--- config.mk ---
export PLATFORM = sky130hd
export DESIGN_NAME = vga_sync_gen
export DESIGN_NICKNAME = d
export VERILOG_FILES = /design/src/rtl/vga_sync_gen.sv
export SDC_FILE = /design/constraint.sdc
export NUM_CORES = 1
export LEC_CHECK = 0
export ABC_AREA = 1
export CORE_MARGIN = 2
export CORE_UTILIZATION = 35
export DETAILED_ROUTE_END_ITERATION = 16
export MAX_ROUTING_LAYER = met4
export PLACE_DENSITY = 0.59
export SYNTH_ARGS = -nofsm -noshare
export SYNTH_HDL_FRONTEND = slang
export SYNTH_SLANG_ARGS = --single-unit
--- constraint.sdc ---
create_clock -name clk_i -period 4.1 [get_ports clk_i]
set_clock_uncertainty 0.15 [all_clocks]
set_input_delay 0.82 -clock clk_i [delete_from_list [all_inputs] [get_ports clk_i]]
set_output_delay 0.82 -clock clk_i [all_outputs]
set_load 0.01 [all_outputs]
--- src/rtl/vga_sync_gen.sv ---
// VGA raster timing generator: pixel/line counters advanced by a pixel enable,
// with a registered decode of sync, active-video, coordinates and wrap ticks.
module vga_sync_gen #(
  parameter int   H_ACTIVE = 640,
  parameter int   H_FP     = 16,
  parameter int   H_SYNC   = 96,
  parameter int   H_BP     = 48,
  parameter int   V_ACTIVE = 480,
  parameter int   V_FP     = 10,
  parameter int   V_SYNC   = 2,
  parameter int   V_BP     = 33,
  parameter logic SYNC_POL = 1'b0,
  parameter int   CNT_W    = 10
) (
  input  logic             clk_i,
  input  logic             rst_ni,
  input  logic             pix_en_i,
  output logic             hsync_o,
  output logic             vsync_o,
  output logic             video_on_o,
  output logic [CNT_W-1:0] x_o,
  output logic [CNT_W-1:0] y_o,
  output logic             line_tick_o,
  output logic             frame_tick_o
);

  localparam int H_TOTAL = H_ACTIVE + H_FP + H_SYNC + H_BP;
  localparam int V_TOTAL = V_ACTIVE + V_FP + V_SYNC + V_BP;

  localparam logic [CNT_W-1:0] H_LAST   = CNT_W'(H_TOTAL - 1);
  localparam logic [CNT_W-1:0] V_LAST   = CNT_W'(V_TOTAL - 1);
  localparam logic [CNT_W-1:0] H_VIS    = CNT_W'(H_ACTIVE);
  localparam logic [CNT_W-1:0] V_VIS    = CNT_W'(V_ACTIVE);
  localparam logic [CNT_W-1:0] HS_START = CNT_W'(H_ACTIVE + H_FP);
  localparam logic [CNT_W-1:0] HS_END   = CNT_W'(H_ACTIVE + H_FP + H_SYNC);
  localparam logic [CNT_W-1:0] VS_START = CNT_W'(V_ACTIVE + V_FP);
  localparam logic [CNT_W-1:0] VS_END   = CNT_W'(V_ACTIVE + V_FP + V_SYNC);

  function automatic logic sync_level(input logic active);
    return active ? SYNC_POL : ~SYNC_POL;
  endfunction

  logic [CNT_W-1:0] h_q, h_d;
  logic [CNT_W-1:0] v_q, v_d;
  logic             h_wrap, v_wrap;

  logic             hsync_q, hsync_d;
  logic             vsync_q, vsync_d;
  logic             video_on_q, video_on_d;
  logic [CNT_W-1:0] x_q, y_q;
  logic             line_tick_q, line_tick_d;
  logic             frame_tick_q, frame_tick_d;

  // Wrap on >= so a corrupted counter recovers instead of running to 2^CNT_W.
  always_comb begin
    h_wrap = (h_q >= H_LAST);
    v_wrap = (v_q >= V_LAST);
    h_d    = h_q;
    v_d    = v_q;
    if (pix_en_i) begin
      if (h_wrap) begin
        h_d = '0;
        v_d = v_wrap ? '0 : v_q + 1'b1;
      end else begin
        h_d = h_q + 1'b1;
      end
    end
  end

  always_comb begin
    hsync_d      = sync_level((h_q >= HS_START) && (h_q < HS_END));
    vsync_d      = sync_level((v_q >= VS_START) && (v_q < VS_END));
    video_on_d   = (h_q < H_VIS) && (v_q < V_VIS);
    line_tick_d  = pix_en_i && h_wrap;
    frame_tick_d = pix_en_i && h_wrap && v_wrap;
  end

  // Decode registers sample the counters every clk_i, so all outputs share one cycle of latency.
  always_ff @(posedge clk_i or negedge rst_ni) begin
    if (!rst_ni) begin
      h_q          <= '0;
      v_q          <= '0;
      hsync_q      <= ~SYNC_POL;
      vsync_q      <= ~SYNC_POL;
      video_on_q   <= 1'b0;
      x_q          <= '0;
      y_q          <= '0;
      line_tick_q  <= 1'b0;
      frame_tick_q <= 1'b0;
    end else begin
      h_q          <= h_d;
      v_q          <= v_d;
      hsync_q      <= hsync_d;
      vsync_q      <= vsync_d;
      video_on_q   <= video_on_d;
      x_q          <= h_q;
      y_q          <= v_q;
      line_tick_q  <= line_tick_d;
      frame_tick_q <= frame_tick_d;
    end
  end

  assign hsync_o      = hsync_q;
  assign vsync_o      = vsync_q;
  assign video_on_o   = video_on_q;
  assign x_o          = x_q;
  assign y_o          = y_q;
  assign line_tick_o  = line_tick_q;
  assign frame_tick_o = frame_tick_q;

endmodule

==> impl_table.tex <==
\begin{tabular}{lr}
\hline
Metric & Value \\
\hline
\multicolumn{2}{l}{\textbf{Yosys}} \\
\quad Top-area cell type share of the netlist area & 56.92\% \\
\quad Number of enable flip-flop cells after synthesis & 0 \\
\quad Number of flip-flops and latches in the synthesized netlist & 45 \\
\quad Largest cells by area after synthesis & sky130\_fd\_sc\_hd\_\_dfrtp\_1, sky130\_fd\_sc\_hd\_\_nand2\_1, sky130\_fd\_sc\_hd\_\_nor2\_1, sky130\_fd\_sc\_hd\_\_inv\_1, sky130\_fd\_sc\_hd\_\_nand3\_1 \\
\quad Yosys warning total & 0 \\
\quad Total nets after synthesis & about 210 \\
\quad Post-synth top area cell & sky130\_fd\_sc\_hd\_\_dfrtp\_1 \\
\quad Count of different cell masters after synthesis & 25 \\
\quad Number of cells produced by synthesis & 200 \\
\quad Mean instance size in the synthesized netlist & 9.453 um\^{}2 \\
\quad Sequential area share after synthesis & 59.70\% \\
\quad Predominant post-synthesis flop cell & sky130\_fd\_sc\_hd\_\_dfrtp\_1 \\
\quad Post-Synthesis Cell Area & between 1500 and 2000 um\^{}2 \\
\quad Fraction of synthesis flops using an asynchronous set or reset pin & 100.0\% \\
\multicolumn{2}{l}{\textbf{Critical path}} \\
\quad Critical path's top delay family & buffers and inverters \\
\quad Largest stage delay on the critical path & between 0.5 and 0.6 ns \\
\quad CP Capture Type & output port \\
\quad Critical path type & register to output port \\
\quad Chain of cells forming the critical path & clkdlybuf4s50\_1 \\
\quad Crit-path slowest cell & sky130\_fd\_sc\_hd\_\_clkdlybuf4s50\_1 \\
\quad Category of the worst setup path launch point & register \\
\quad Required time at the worst-slack endpoint & 3.13 ns \\
\quad Data arrival at the endpoint of the critical path & 1.33 ns \\
\quad Crit path max fanout & 1 \\
\quad CP Buf/Inv Count & 1 \\
\multicolumn{2}{l}{\textbf{GRT}} \\
\quad Wire length of the first global-routing pass & 5.816 mm \\
\quad Number of global-route vias before repair & 1223 \\
\quad GRT overflow & 0 \\
\quad Initial antenna violation count & 0 \\
\quad Maximum number of pins on one net before global-route repair & 46 \\
\quad Combined global-route utilization of all metal layers & between 10\% and 20\% \\
\multicolumn{2}{l}{\textbf{Timing}} \\
\quad Setup-violating endpoint count in the final report & 0 \\
\quad Worst path setup slack after routing & 1.802 ns \\
\quad Slew Viols, Final & 0 \\
\quad Total negative setup slack & 0 ns \\
\quad Worst-Margin Slew & slightly below 1 ns \\
\quad Relative slew slack & 34.90\% \\
\quad Setup repair after global routing missed its margin & no \\
\quad Min Clock Period, post-route & 2.298 ns \\
\quad Top achievable clock speed & 0.4351 GHz \\
\quad Share of the cycle needed by the critical path after routing & 56.06\% \\
\quad Final Hold Fails & 0 \\
\multicolumn{2}{l}{\textbf{Placed design}} \\
\quad Final weighted congestion of routability-driven global placement & 0.8508 \\
\quad Half-perimeter wire length of the detailed placement result & 2.292 mm \\
\quad Setup WS pre-CTS & 1.591 ns \\
\quad Number of port buffers & 27 \\
\multicolumn{2}{l}{\textbf{Power and ir drop}} \\
\quad Net switching power figure & between 300 and 400 uW \\
\quad Clock power frac & 23.0\% \\
\quad Maximum ir drop on the vdd rail & between 0.2 and 0.3 mV \\
\quad Total Power Consumption & 1120 uW \\
\quad Total power divided by cell area & 484.8 nW/um\^{}2 \\
\quad Switching share of power & 30.50\% \\
\quad Total leakage power & approximately 0.0011 uW \\
\quad Internal & between 700 and 800 uW \\
\quad Gate power share & 23.1\% \\
\quad Sequential Power Share & 53.9\% \\
\multicolumn{2}{l}{\textbf{Clocking}} \\
\quad Clock buffers created by TritonCTS & 5 \\
\quad Clock input transition at the sequential cells of the worst setup and hold paths & 0.08 ns \\
\quad Number of setup buffers added after CTS & 0 \\
\quad Post-CTS Hold Buffers & 0 \\
\quad CTS resizes & 0 \\
\quad H-Tree Depth & 2 \\
\quad Clock latency reported for the late side of the worst-skew pair & between 0.2 and 0.3 ns \\
\quad Clock tree from TritonCTS & built \\
\quad Clock root cell & sky130\_fd\_sc\_hd\_\_clkbuf\_8 \\
\quad Clock net sink count & 45 \\
\quad CTS max path bufs & 2 \\
\multicolumn{2}{l}{\textbf{Job}} \\
\quad Number of violations of the max-capacitance limit & 0 \\
\multicolumn{2}{l}{\textbf{Final layout}} \\
\quad Most frequent standard cell in the layout excluding fill and tap cells & sky130\_fd\_sc\_hd\_\_nand2\_1 \\
\quad Area growth from synthesis to layout & 22.17\% \\
\quad \# nets final & 239 \\
\quad Layout cell share with drive strength beyond 1 & approximately 8.6\% \\
\quad Number of filler instances in the final layout & 498 \\
\quad Final antenna diode count & 0 \\
\quad Commonest cells after routing, fill and taps aside & sky130\_fd\_sc\_hd\_\_nand2\_1, sky130\_fd\_sc\_hd\_\_dfrtp\_1, sky130\_fd\_sc\_hd\_\_clkdlybuf4s50\_1 \\
\multicolumn{2}{l}{\textbf{Status}} \\
\quad Result of the run & completed \\
\multicolumn{2}{l}{\textbf{Floorplanning}} \\
\quad Count of standard-cell rows & 26 \\
\quad Number of primary I/O pins & 28 \\
\quad Starting density of the core & 36.55\% \\
\quad Area enclosed by the die boundary & 6005 um\^{}2 \\
\quad Y dimension of the die & just under 80 um \\
\quad Die Wd & between 70 and 80 um \\
\quad Area of the placeable core & 5172 um\^{}2 \\
\multicolumn{2}{l}{\textbf{Route}} \\
\quad Drt pass-1 iters & 4 \\
\quad Post-detailed-route count of antenna-violating nets & 0 \\
\quad Vias after detailed routing & about 1.3k \\
\quad First-iteration detailed-routing DRC count & 79 \\
\quad Post-detailed-route wirelength per cell & 11.05 um \\
\quad Total routed wirelength & 3.349 mm \\
\quad DRC violations left & 0 \\
\quad Post-DR vias/cell & 4.416 \\
\multicolumn{2}{l}{\textbf{Hold path}} \\
\quad Worst min-delay path class & register to register \\
\hline
\end{tabular}
## power groups by stage
stage	Combinational, uW	Clock (uW)	Sequential (uW)
3_3_place_gp	259	0	612
4_1_cts	262	268	605
2_1_floorplan	118	0	618
3_5_place_dp	261	0	612
5_1_grt	287	294	617
6_report	258	257	604
## area by class of cell
class,count,area (um^2),area share (%)
multi-input cells,131,661.9,28.66
inverters,22,83.83,3.629
clock inverters,2,10.01,0.4334
well taps,70,87.58,3.792
clock buffers,6,72.57,3.142
repair buffers,27,265.3,11.48
flip-flops and latches,45,1129,48.86
## cell usage after synthesis (3+ instances only)
cell type	instances
sky130_fd_sc_hd__nand3b_1	3
sky130_fd_sc_hd__nand4_1	3
sky130_fd_sc_hd__nand2_1	63
sky130_fd_sc_hd__nor2_1	22
sky130_fd_sc_hd__dfrtp_1	43
sky130_fd_sc_hd__nand3_1	12
sky130_fd_sc_hd__o21ai_0	3
sky130_fd_sc_hd__ha_1	4
sky130_fd_sc_hd__inv_1	20
sky130_fd_sc_hd__xor2_1	6
## logic make-up (layout without fill, tap and decap cells)
kind of cell	count (synthesis)	in the layout	share of synthesized area, %
AOI/OAI and AO/OA	7	7	2.118
xor gates and xnor gates	8	8	3.706
adders and majority gates	4	4	2.647
buffers and inverters	24	57	5.294
DFF	45	45	59.70
and+or+nand+nor	112	112	26.54
## through the flow
| stage | cell area, um^2 | hold WS, ns | util [%] | instances |
|---|---|---|---|---|
| 6_report | 2310 | 0.2863 | 44.65 | 303 |
| 5_1_grt | 2310 | 0.3048 | 44.65 | 303 |
| 4_1_cts | 2310 | 0.2906 | 44.65 | 303 |
| 3_5_place_dp | 2227 | 0.2753 | 43.06 | 295 |
| 3_3_place_gp | 2227 | 0.2714 | 43.06 | 295 |
| 2_1_floorplan | 1891 | 0.2439 | - | 200 |
## flip-flops by register name (all words and copies together) (netlist names)
signal        count
y_o              10
h_q              10
x_o              10
frame_tick_o      1
hsync_o           1
v_q              10
line_tick_o       1
video_on_o        1
vsync_o           1
## final timing paths
| path | from | endpoint | slack, ns | depth (start not counted) |
|---|---|---|---|---|
| min in group asynchronous | rst_ni | x_o[2] | 0.54 | 1 |
| worst max-delay path | vsync_o | vsync_o | 1.80 | 1 |
| worst min register to register | h_q[8] | x_o[8] | 0.29 | 0 |
| worst min-delay path | h_q[8] | x_o[8] | 0.29 | 0 |
| max in group asynchronous | rst_ni | v_q[6] | 2.66 | 1 |
| worst max register to register | h_q[0] | v_q[5] | 2.38 | 9 |
## metal layers
layer / vias up / GRT usage [%] / routed length, um
met4: 0 / 4.286 / 34
met2: 22 / 18.17 / 1479
met3: 2 / 3.140 / 79
met1: 633 / 17.54 / 1757
li1: 681 / - / -
met5: - / - / 0
Note: power is estimated with default switching activity, not from simulation.
